### src/rtl/ac_exec_ctrl.sv
`default_nettype none
// ============================================================================
// Module   : ac_exec_ctrl
// Purpose  : Multi-cycle sequencer for the Basic Computer accumulator path.
//            Owns AC, DR and E. Accepts one command at a time, fetches a
//            memory operand into DR when needed, then drives the external
//            ALU and commits its result.
// Revision : 1.0 - initial release
// ============================================================================
module ac_exec_ctrl #(
  parameter int W  = 16,
  parameter int AW = 12
) (
  input  logic          clk,
  input  logic          rst_n,
  input  logic          cmd_valid,
  output logic          cmd_ready,
  input  logic [2:0]    cmd_op,
  input  logic [AW-1:0] cmd_addr,
  output logic          mem_req,
  output logic [AW-1:0] mem_addr,
  input  logic          mem_ack,
  input  logic [W-1:0]  mem_rdata,
  output logic [2:0]    alu_op,
  output logic [W-1:0]  alu_ac,
  output logic [W-1:0]  alu_dr,
  output logic          alu_e,
  input  logic [W-1:0]  alu_result,
  input  logic          alu_co,
  input  logic          alu_ovf,
  output logic [W-1:0]  ac,
  output logic          e,
  output logic          ovf,
  output logic          done
);

  localparam logic [2:0] OP_ADD = 3'b000;
  localparam logic [2:0] OP_AND = 3'b001;
  localparam logic [2:0] OP_LDA = 3'b010;
  localparam logic [2:0] OP_CMA = 3'b011;
  localparam logic [2:0] OP_CIR = 3'b100;
  localparam logic [2:0] OP_CIL = 3'b101;
  localparam logic [2:0] OP_CLA = 3'b110;
  localparam logic [2:0] OP_CME = 3'b111;

  typedef enum logic [1:0] {
    S_IDLE  = 2'd0,
    S_FETCH = 2'd1,
    S_EXEC  = 2'd2,
    S_DONE  = 2'd3
  } state_t;

  state_t          state_q, state_d;
  logic [2:0]      op_q, op_d;
  logic [AW-1:0]   addr_q, addr_d;
  logic [2:0]      alu_op_q, alu_op_d;
  logic [W-1:0]    ac_q, ac_d;
  logic [W-1:0]    dr_q, dr_d;
  logic            e_q, e_d;
  logic            ovf_q, ovf_d;

  // ALU operands mirror the architectural registers at all times.
  assign alu_ac   = ac_q;
  assign alu_dr   = dr_q;
  assign alu_e    = e_q;
  assign alu_op   = alu_op_q;
  assign mem_addr = addr_q;
  assign ac       = ac_q;
  assign e        = e_q;
  assign ovf      = ovf_q;

  // State and register file; reset aborts any command in flight.
  always_ff @(posedge clk or negedge rst_n) begin
    if (!rst_n) begin
      state_q  <= S_IDLE;
      op_q     <= '0;
      addr_q   <= '0;
      alu_op_q <= '0;
      ac_q     <= '0;
      dr_q     <= '0;
      e_q      <= 1'b0;
      ovf_q    <= 1'b0;
    end else begin
      state_q  <= state_d;
      op_q     <= op_d;
      addr_q   <= addr_d;
      alu_op_q <= alu_op_d;
      ac_q     <= ac_d;
      dr_q     <= dr_d;
      e_q      <= e_d;
      ovf_q    <= ovf_d;
    end
  end

  // Next-state, handshake outputs and register updates.
  always_comb begin
    state_d   = state_q;
    op_d      = op_q;
    addr_d    = addr_q;
    alu_op_d  = alu_op_q;
    ac_d      = ac_q;
    dr_d      = dr_q;
    e_d       = e_q;
    ovf_d     = ovf_q;
    cmd_ready = 1'b0;
    mem_req   = 1'b0;
    done      = 1'b0;

    unique case (state_q)
      S_IDLE: begin
        // Held low while reset is asserted so nothing is offered too early.
        cmd_ready = rst_n;
        if (cmd_valid && cmd_ready) begin
          op_d   = cmd_op;
          addr_d = cmd_addr;
          // CLA and CME do not use the ALU result; park the ALU on pass-DR.
          alu_op_d = (cmd_op <= OP_CIL) ? cmd_op : OP_LDA;
          state_d  = (cmd_op <= OP_LDA) ? S_FETCH : S_EXEC;
        end
      end

      S_FETCH: begin
        mem_req = 1'b1;
        if (mem_ack) begin
          dr_d    = mem_rdata;
          state_d = S_EXEC;
        end
      end

      S_EXEC: begin
        unique case (op_q)
          OP_ADD: begin
            ac_d  = alu_result;
            e_d   = alu_co;
            ovf_d = alu_ovf;
          end
          OP_AND, OP_LDA, OP_CMA: ac_d = alu_result;
          OP_CIR: begin
            ac_d = alu_result;
            e_d  = ac_q[0];
          end
          OP_CIL: begin
            ac_d = alu_result;
            e_d  = ac_q[W-1];
          end
          OP_CLA: ac_d = '0;
          OP_CME: e_d  = ~e_q;
        endcase
        state_d = S_DONE;
      end

      S_DONE: begin
        done    = 1'b1;
        state_d = S_IDLE;
      end

      default: state_d = S_IDLE;
    endcase
  end

endmodule
`default_nettype wire

### config.mk
export PLATFORM = sky130hd
export DESIGN_NAME = ac_exec_ctrl
export DESIGN_NICKNAME = d
export VERILOG_FILES = /design/src/rtl/ac_exec_ctrl.sv
export SDC_FILE = /design/constraint.sdc
export NUM_CORES = 1
export LEC_CHECK = 0
export CORE_MARGIN = 5
export CORE_UTILIZATION = 42
export DETAILED_ROUTE_END_ITERATION = 8
export PLACE_DENSITY = 0.82
export SYNTH_ARGS = -nofsm -noshare
export SYNTH_HDL_FRONTEND = slang
export SYNTH_SLANG_ARGS = --single-unit
### constraint.sdc
create_clock -name clk -period 2.35 [get_ports clk]
set_input_delay 0.3525 -clock clk [delete_from_list [all_inputs] [get_ports clk]]
set_output_delay 0.3525 -clock clk [all_outputs]
set_load 0.005 [all_outputs]
==> results of run 1 <==
critical path, stage by stage:
cell             delay, ns
dlygate4sd3_1         0.55
buf_2                 0.19
and2_1                0.14
clkdlybuf4s50_1       0.52
registers in the layout, summed over array words and instances, names as in the netlist:
name,count
alu_dr,16
ac,16
op_q,3
state_q,2
mem_addr,12
alu_op,3
ovf,1
alu_e,1
worst min path at each step:
stage,from,end,slack [ns]
2_1_floorplan,rst_n,ac[0]$_DFFE_PN0P_,0.06
3_3_place_gp,rst_n,state_q[1]$_DFFE_PN0P_,0.18
3_5_place_dp,rst_n,state_q[1]$_DFFE_PN0P_,0.18
4_1_cts,rst_n,state_q[0]$_DFFE_PN0P_,0.43
5_1_grt,rst_n,state_q[1]$_DFFE_PN0P_,0.43
6_report,rst_n,state_q[0]$_DFFE_PN0P_,0.44
cells in the mapped netlist, types with 2 or more instances:
| library cell | count | area [um^2] |
|---|---|---|
| nand2_1 | 14 | 52.6 |
| inv_1 | 3 | 11.3 |
| a21oi_1 | 2 | 10.0 |
| mux2_1 | 29 | 327 |
| o21ai_1 | 2 | 10.0 |
| ha_1 | 5 | 62.6 |
| mux2i_1 | 2 | 20.0 |
| nor2b_1 | 2 | 12.5 |
| buf_2 | 3 | 15.0 |
| dfrtp_1 | 54 | 1350 |
| nand2_2 | 3 | 18.8 |
| mux2_4 | 2 | 30.0 |
| buf_4 | 18 | 135 |
| a31oi_1 | 2 | 12.5 |
| a32o_1 | 16 | 160 |
| buf_6 | 3 | 33.8 |
metrics by stage:
stage	cell area, um^2	power (mW)	utilization [%]
6_report	3580	4.46	65.4
5_1_grt	3580	4.81	65.4
4_1_cts	3580	4.55	65.4
3_5_place_dp	3480	4.01	63.6
3_3_place_gp	3480	3.94	63.6
2_1_floorplan	2340	2.77	-
report_power, final:
group / internal (mW) / switching [mW] / total, mW
Clock: 0.238 / 0.277 / 0.515
Sequential: 1.40 / 0.307 / 1.70
Combinational: 1.49 / 0.752 / 2.24
per-layer routing:
metal | vias up | track usage (%) | wire length [um]
met5 | - | 0 | 0
met4 | 0 | 3.88 | 53
met3 | 4 | 6.28 | 560
met2 | 81 | 26.1 | 2580
met1 | 831 | 18.6 | 2210
li1 | 808 | - | -
final cells by class:
cell class	count	area share, %
timing repair buffer	125	34.6
inverter	3	0.315
clock inverter	1	0.140
multi-input combinational	91	22.3
clock buffer	7	2.41
tap	72	2.52
sequential	54	37.7
cell families after synthesis:
logic type	count (synthesis)	synth area share, %
mux	34	16.6
simple gates	27	5.66
fa+ha+maj	5	2.67
compound gates	25	9.13
buf+inv	27	8.33
flops	54	57.7
==> results by group, run 1 <==
Global route
  • Vias in the first global route: 1827
  • GRT Util Overall: 15.5%
  • Total gr overflow: 0
  • Initial antenna violation count: 0
  • First-pass GRT wire length: 9010 um
  • Largest net degree at the start of global routing: 40

Synth
  • Syn_nets: 230
  • Post-synthesis cell count: 172
  • Post-synth cell types: 28
  • Post-synth EDFFs: 0
  • Sequential area share after synthesis: 57.7%
  • Netlist Area Pre-Place: 2340 um^2
  • Post-synth top flop: dfrtp_1
  • Seq cells post-synth: 54
  • Syn avg cell area: 13.6 um^2
  • FFs w/ async S/R, synth: 100%
  • Yosys warns: 0

Die
  • Die area: 7170 um^2
  • Die height: 84.7 um
  • Initial Utilization: 42.8%
  • Row count: 27
  • Die Wd: 84.7 um
  • Core area: 5470 um^2
  • IO Pins: 122

STA
  • Setup TNS: 0 ns
  • Clock skew: 0.00575 ns
  • Slew HR: 67.8%
  • Worst-margin pin slew: 0.482 ns
  • Endpoints failing setup: 0
  • Period minus WS final: 2.11 ns
  • Worst setup margin: 0.243 ns
  • RSZ-0062 raised after global routing: no
  • Max Transition Viols Final: 0
  • Hold WS: 0.442 ns
  • Max Clk Rate: 0.475 GHz
  • Final Hold Fails: 0
  • Crit share post-route: 89.7%

Layout
  • Ant. Diodes: 0
  • Most frequent cells in the layout: clkdlybuf4s50_1, dfrtp_1, mux2_1
  • Filler instances: 443
  • Layout area overhead: 52.7%
  • Finished Layout Cells: 353
  • Fin nets: 338
  • Area of the multi-input gates: 797 um^2
  • Share of layout cells above drive strength 1: 6.76%
  • Most common cell after layout, fill and taps aside: clkdlybuf4s50_1
  • Storage element area: 1350 um^2

Critical path
  • Crit path required time: 2.00 ns
  • Startpoint types: input port
  • Worst Setup Path Type: input port to output pin
  • Cells on worst reg2reg path: 4
  • Worst Setup SP: rst_n
  • CP arrival: 1.75 ns
  • R2R Setup Slk: 0.58 ns
  • Reg2reg end: mem_addr[6]$_DFFE_PN0P_
  • Worst setup EP type: output pin
  • FF-to-FF Start: state_q[0]$_DFFE_PN0P_
  • CP Max Fanout: 7
  • Worst setup path end: cmd_ready

Clock tree
  • TritonCTS buffer count: 5
  • CTS H-tree depth: 2
  • Clock tree buffer depth: 2
  • Clock root cell: clkbuf_8
  • Worst skew pair latency: 0.30 ns
  • Post_cts resized: 0
  • Setup Fix Bufs, Post-CTS: 0
  • CTS tree: yes
  • Clock sinks: 54
  • # hold bufs at CTS: 1
  • Clock transition at path regs: 0.09 ns

Route
  • Total Wirelength: 5400 um
  • Post-DR wirelength/cell: 15.3 um
  • DRC Markers: 0
  • Vias: 1724
  • 1st-iter DRT viols: 30
  • Drt pass-1 iters: 4
  • Antenna Nets Post-Route: 0
  • Via density: 4.88

Worst hold path
  • Hold Path Class: input port to async pin

Power and ir drop
  • Power Density: 1250 nW/um^2
  • Maximum vdd drop: 0.537 mV
  • Leak: 1.52 nW

Placement
  • Detailed Place HPWL: 4190 um
  • Cell Count Post-Placement: 344
  • GP Congestion: 0.728
  • Pre-CTS WS: 0.451 ns
  • IO Port Bufs: 121

Flow run
  • MaxCap Viol Count: 0

Outcome
  • Status: finished clean
(Power assumes the default switching activity.)
==> run 2: changes to the inputs <==
--- a/config.mk
+++ b/config.mk
@@ -6,9 +6,11 @@
 export NUM_CORES = 1
 export LEC_CHECK = 0
 export CORE_MARGIN = 5
-export CORE_UTILIZATION = 42
+export CORE_UTILIZATION = 39
 export DETAILED_ROUTE_END_ITERATION = 8
-export PLACE_DENSITY = 0.82
+export GPL_ROUTABILITY_DRIVEN = 0
+export PLACE_DENSITY = 0.76
+export RECOVER_POWER = 50
 export SYNTH_ARGS = -nofsm -noshare
 export SYNTH_HDL_FRONTEND = slang
 export SYNTH_SLANG_ARGS = --single-unit
==> constraint.sdc (replaced) <==
create_clock -name clk -period 2.05 [get_ports clk]
set_input_delay 0.3075 -clock clk [delete_from_list [all_inputs] [get_ports clk]]
set_output_delay 0.3075 -clock clk [all_outputs]
set_load 0.005 [all_outputs]
==> results by group, run 2 (same netlist as run 1, synthesis figures left out) <==
STA
  • Worst setup margin: 0.126 ns (-0.117 ns)
  • RSZ-0062 raised after global routing: no
  • Final Hold Fails: 0 (unchanged)
  • Endpoints failing setup: 0 (unchanged)
  • Clock skew: 0.00420 ns (-0.00155 ns)
  • Max Clk Rate: 0.520 GHz
  • Max Transition Viols Final: 0 (unchanged)
  • Period minus WS final: 1.92 ns
  • Worst-margin pin slew: 1.01 ns (+0.533 ns)
  • Crit share post-route: 93.9%
  • Setup TNS: 0 ns (unchanged)
  • Slew HR: 32.3% (-35 points)

Power and ir drop
  • Maximum vdd drop: 0.640 mV (+19%)
  • Leak: 1.54 nW (+1.1%)
  • Power Density: 1390 nW/um^2 (+11%)

Critical path
  • Cells on worst reg2reg path: 5 (+1)
  • Worst setup EP type: output pin
  • Worst path max stage delay: 0.50 ns (-0.05 ns)
  • CP Max Fanout: 4 (-3)
  • Startpoint types: flip-flop
  • Worst Setup Path Type: flip-flop to output pin
  • R2R Setup Slk: 0.27 ns (-0.31 ns)
  • CP arrival: 1.62 ns (-0.13 ns)
  • FF-to-FF Start: state_q[0]$_DFFE_PN0P_
  • Crit path cell chain: inv_2 -> ha_4 -> and2_1 -> clkdlybuf4s50_1
  • Crit path required time: 1.74 ns (-0.26 ns)
  • Slowest-stage cell, CP: clkdlybuf4s50_1
  • Reg2reg end: ac[0]$_DFFE_PN0P_

Layout
  • Most common cell after layout, fill and taps aside: clkdlybuf4s50_1
  • Storage element area: 1350 um^2 (unchanged)
  • Layout area overhead: 53.3%
  • Finished Layout Cells: 356 (+0.85%)
  • Area of the multi-input gates: 810 um^2 (+1.6%)
  • Share of layout cells above drive strength 1: 7.47% (+0.71 points)
  • Fin nets: 340 (+0.59%)
  • Most frequent cells in the layout: clkdlybuf4s50_1, dfrtp_1, dlygate4sd3_1
  • Ant. Diodes: 0 (unchanged)
  • Filler instances: 496 (+12%)

Die
  • Die Wd: 87.5 um (+3.3%)
  • Row count: 28 (+3.7%)
  • Initial Utilization: 39.8% (-3.0 points)
  • Die area: 7660 um^2 (+6.8%)
  • IO Pins: 122 (unchanged)
  • Die height: 87.5 um (+3.3%)
  • Core area: 5890 um^2 (+7.5%)

Route
  • Vias: 1758 (+2.0%)
  • Post-DR wirelength/cell: 15.5 um (+1.5%)
  • 1st-iter DRT viols: 15 (-50%)
  • Drt pass-1 iters: 4 (unchanged)
  • Via density: 4.94 (+1.1%)
  • Total Wirelength: 5530 um (+2.3%)
  • DRC Markers: 0 (unchanged)
  • Antenna Nets Post-Route: 0 (unchanged)

Global route
  • First-pass GRT wire length: 9000 um (-0.16%)
  • Largest net degree at the start of global routing: 43 (+7.5%)
  • Vias in the first global route: 1835 (+0.44%)
  • Total gr overflow: 0 (unchanged)
  • GRT Util Overall: 15.0% (-0.50 points)
  • Initial antenna violation count: 0 (unchanged)

Worst hold path
  • Hold Path Class: input port to async pin

Clock tree
  • Clock tree buffer depth: 2 (unchanged)
  • TritonCTS buffer count: 5 (unchanged)
  • Worst skew pair latency: 0.30 ns (about the same)
  • Clock transition at path regs: 0.09 ns (about the same)
  • CTS H-tree depth: 2 (unchanged)
  • CTS tree: yes
  • Clock root cell: clkbuf_8
  • Clock sinks: 54 (unchanged)
  • Setup Fix Bufs, Post-CTS: 0 (unchanged)

Flow run
  • MaxCap Viol Count: 0 (unchanged)

Placement
  • Detailed Place HPWL: 4310 um (+2.9%)
  • IO Port Bufs: 121 (unchanged)
  • Pre-CTS WS: 0.242 ns (-0.209 ns)
  • Cell Count Post-Placement: 349 (+1.5%)

Outcome
  • Status: finished clean
run 2: changes by cell type in the layout (fill, tap and decap cells not counted), sizes merged:
cell | before | now
buf | 4 | 2
clkbuf | 7 | 10
clkdlybuf4s50 | 120 | 88
clkinv | 1 | 0
dlygate4sd3 | 1 | 33
run 2: per-layer routing:
layer  GRT usage, %  part of all wire [%]  up-vias
li1               -                     -      814
met1           18.8                    41      857
met3           5.87                    11        5
met5              0                     0        -
met2           24.5                    47       82
met4           3.77                  0.92        0
run 2: how the worst max path moves through the flow:
stage,startpoint,endpoint,slack [ns],cells after the start
finish,state_q[0]$_DFFE_PN0P_,cmd_ready,0.13,4
global route,state_q[1]$_DFFE_PN0P_,cmd_ready,0.002,4
CTS,state_q[0]$_DFFE_PN0P_,cmd_ready,0.002,4
detailed placement,cmd_valid,mem_addr[11]$_DFFE_PN0P_,0.24,3
global placement,cmd_valid,op_q[0]$_DFFE_PN0P_,0.30,3
floorplan,state_q[1]$_DFFE_PN0P_,state_q[1]$_DFFE_PN0P_,0.63,5
run 2: final cells by class:
type	instances	area share, %
multi-input combinational	91	22.5
sequential	54	37.6
inverter	3	0.313
tap	75	2.61
timing repair buffer	127	34.6
clock buffer	6	2.30
run 2: stage by stage:
stage	instance area [um^2]	util, %	power [mW]	hold slack [ns]
floorplan	2340	-	3.17	0.0119
global route	3590	61.0	5.39	0.342
finish	3590	61.0	4.98	0.250
detailed placement	3500	59.4	4.60	0.170
global placement	3500	59.4	4.53	0.174
CTS	3590	61.0	5.20	0.0255
run 2: report_power, final:
| group | internal (mW) | leakage [nW] | switching [mW] |
|---|---|---|---|
| sequential | 1.60 | 0.655 | 0.346 |
| clock | 0.261 | 0.0431 | 0.307 |
| combinational | 1.60 | 0.843 | 0.874 |
| total | 3.46 | 1.54 | 1.53 |
run 2: what timing repair did:
item,CTS,global route
resized for setup,1,3
hold endpoints to repair,4,0
endpoints found under the setup margin,1,1
hold buffers,1,0
run 2: worst max-delay path, delay by kind of cell (launching register included):
family,cells,cell delay (ns)
adder cells (fa/ha/maj),1,0.17
AND/OR/NAND/NOR,1,0.13
flip-flops,1,0.41
buffers and inverters,2,0.61
==> run 3: changes to the inputs <==
--- a/config.mk
+++ b/config.mk
@@ -5,11 +5,12 @@
 export SDC_FILE = /design/constraint.sdc
 export NUM_CORES = 1
 export LEC_CHECK = 0
+export ABC_AREA = 1
 export CORE_MARGIN = 5
-export CORE_UTILIZATION = 39
+export CORE_UTILIZATION = 40
 export DETAILED_ROUTE_END_ITERATION = 8
 export GPL_ROUTABILITY_DRIVEN = 0
-export PLACE_DENSITY = 0.76
+export PLACE_DENSITY = 0.77
 export RECOVER_POWER = 50
 export SYNTH_ARGS = -nofsm -noshare
 export SYNTH_HDL_FRONTEND = slang
==> results by group, run 3 <==
Outcome
  • Status: finished clean

Clock tree
  • Setup Fix Bufs, Post-CTS: 0 (unchanged)
  • Clock sinks: 54 (unchanged)
  • # hold bufs at CTS: 0 (-1)
  • Clock root cell: clkbuf_8
  • CTS tree: yes
  • Post_cts resized: 0 (-1)
  • TritonCTS buffer count: 5 (unchanged)
  • Worst skew pair latency: 0.30 ns (about the same)
  • Clock tree buffer depth: 2 (unchanged)
  • CTS H-tree depth: 2 (unchanged)
  • Clock transition at path regs: 0.09 ns (about the same)

STA
  • Max Transition Viols Final: 0 (unchanged)
  • Crit share post-route: 94.4% (+0.50 points)
  • RSZ-0062 raised after global routing: no
  • Clock skew: 0.00756 ns (+0.00336 ns)
  • Setup TNS: 0 ns (unchanged)
  • Final Hold Fails: 0 (unchanged)
  • Max Clk Rate: 0.517 GHz (-0.52%)
  • Endpoints failing setup: 0 (unchanged)
  • Worst setup margin: 0.116 ns (-0.0102 ns)
  • Worst-margin pin slew: 1.33 ns (+0.314 ns)
  • Slew HR: 11.4% (-21 points)
  • Period minus WS final: 1.93 ns (+0.0102 ns)

Synth
  • Syn_nets: 308 (+34%)
  • Yosys warns: 0 (unchanged)
  • Seq cells post-synth: 54 (unchanged)
  • Sequential area share after synthesis: 56.3% (-1.4 points)
  • Most common cell in the synthesized netlist: nand2_1
  • Synth top cells by count: nand2_1, dfrtp_1, buf_4
  • Post-synth top flop: dfrtp_1
  • Synth top area share: 56.3% (-1.4 points)
  • Netlist Area Pre-Place: 2400 um^2 (+2.4%)
  • FFs w/ async S/R, synth: 100% (unchanged)
  • Post-synth cell types: 18 (-36%)
  • Post-synth EDFFs: 0 (unchanged)
  • Top cells by area, synth: dfrtp_1, nand2_1, mux2_2
  • Leading area contributor after synthesis: dfrtp_1
  • Syn avg cell area: 9.60 um^2 (-30%)
  • Post-synthesis cell count: 250 (+45%)

Power and ir drop
  • Pwr Total: 5.05 mW (+1.3%)
  • Flop pwr share: 38.0% (-1.0 points)
  • Internal power: 3.42 mW (-1.1%)
  • Power Density: 1390 nW/um^2 (about the same)
  • Maximum vdd drop: 0.646 mV (+0.89%)
  • Clock power share: 13.9% (+2.5 points)
  • Switching part of the total: 32.3% (+1.7 points)
  • Sw power: 1.63 mW (+6.8%)
  • Logic pwr share: 48.1% (-1.5 points)
  • Leak: 1.71 nW (+11%)

Worst hold path
  • Hold Path Class: input port to async pin

Global route
  • Initial antenna violation count: 0 (unchanged)
  • Largest net degree at the start of global routing: 55 (+28%)
  • Total gr overflow: 0 (unchanged)
  • First-pass GRT wire length: 9400 um (+4.4%)
  • Vias in the first global route: 2022 (+10%)
  • GRT Util Overall: 15.5% (+0.50 points)

Critical path
  • CP arrival: 1.63 ns (about the same)
  • Crit path required time: 1.74 ns (about the same)
  • CP Max Fanout: 4 (unchanged)
  • Startpoint types: flip-flop
  • Worst Setup Path Type: flip-flop to output pin
  • Worst setup EP type: output pin

Layout
  • Layout area overhead: 51.6%
  • Fin nets: 414 (+22%)
  • Ant. Diodes: 0 (unchanged)
  • Share of layout cells above drive strength 1: 8.12% (+0.65 points)
  • Most common cell after layout, fill and taps aside: nand2_1
  • Most frequent cells in the layout: nand2_1, clkdlybuf4s50_1, dfrtp_1
  • Filler instances: 531 (+7.1%)

Die
  • Die height: 87.5 um (about the same)
  • Die area: 7650 um^2 (-0.14%)
  • IO Pins: 122 (unchanged)
  • Row count: 28 (unchanged)
  • Die Wd: 87.5 um (about the same)
  • Initial Utilization: 40.8% (+0.96 points)
  • Core area: 5890 um^2 (unchanged)

Flow run
  • MaxCap Viol Count: 0 (unchanged)

Route
  • Drt pass-1 iters: 4 (unchanged)
  • Antenna Nets Post-Route: 0 (unchanged)
  • 1st-iter DRT viols: 76 (+61)
  • Total Wirelength: 5770 um (+4.4%)
  • Post-DR wirelength/cell: 13.4 um (-14%)
  • DRC Markers: 0 (unchanged)
  • Via density: 4.60 (-6.8%)
  • Vias: 1989 (+13%)

Placement
  • Pre-CTS WS: 0.421 ns (+0.179 ns)
  • IO Port Bufs: 121 (unchanged)
  • Detailed Place HPWL: 4470 um (+3.8%)
==> run 3: power by group through the flow <==
stage / combinational [mW] / clock (mW) / sequential [mW]
after global placement: 2.51 / 0 / 1.94
after floorplan: 1.19 / 0 / 1.95
after global routing: 2.71 / 0.771 / 2.02
after detailed placement: 2.58 / 0 / 1.96
final: 2.43 / 0.702 / 1.92
after CTS: 2.58 / 0.725 / 1.94
==> run 3: cell families (layout without fill, tap and decap cells) <==
kind of cell | count (synthesis) | count (layout) | synth area share (%)
AOI/OAI and AO/OA | 25 | 25 | 5.32
adders and majority gates | 5 | 5 | 2.61
buffers and inverters | 38 | 145 | 9.91
DFF | 54 | 54 | 56.3
muxes | 16 | 16 | 7.51
and+or+nand+nor | 112 | 112 | 18.4
==> run 3: final timing paths <==
| path | from | end | slack [ns] | depth (start not counted) |
|---|---|---|---|---|
| min reg2reg | mem_addr[0]$_DFFE_PN0P_ | mem_addr[0]$_DFFE_PN0P_ | 0.48 | 2 |
| max | state_q[0]$_DFFE_PN0P_ | cmd_ready | 0.12 | 5 |
| max in group asynchronous | rst_n | ac[0]$_DFFE_PN0P_ | 0.83 | 2 |
| max reg2reg | state_q[1]$_DFFE_PN0P_ | alu_dr[3]$_DFFE_PN0P_ | 0.50 | 4 |
| min in group clk | rst_n | state_q[1]$_DFFE_PN0P_ | 0.43 | 6 |
| min | rst_n | alu_op[0]$_DFFE_PN0P_ | 0.40 | 2 |
==> run 3: metal layers <==
metal | up-vias | track usage, % | wire [um] | part of all wire [%]
met3 | 11 | 4.07 | 537 | 9.3
li1 | 980 | - | - | -
met2 | 80 | 26.8 | 2780 | 48
met1 | 918 | 18.9 | 2340 | 41
met4 | 0 | 4.60 | 110 | 1.9
met5 | - | 0 | 0 | 0
==> run 3: worst max-delay path, cell delays in order (launching register included) <==
cell and delay, ns:
dfrtp_1 0.41, inv_1 0.12, ha_1 0.18, nand2_1 0.08, inv_1 0.06, clkdlybuf4s50_1 0.49
==> run 3: final cells by class <==
class                      instances  area, um^2  share of cell area (%)
multi-input combinational        158         811                    22.3
sequential                        54        1350                    37.2
tap                               75        93.8                    2.58
clock inverter                     2        37.5                    1.03
clock buffer                       6        72.6                    2.00
inverter                          13        48.8                    1.34
timing repair buffer             124        1220                    33.6
==> run 3: per-stage QoR <==
step	instance area (um^2)	hold WS [ns]	utilization, %	std cells
CTS	3640	0.190	61.9	432
global route	3640	0.479	61.8	432
global placement	3530	0.453	60.0	424
finish	3640	0.401	61.8	432
detailed placement	3530	0.458	60.0	424
floorplan	2400	0.0119	-	250
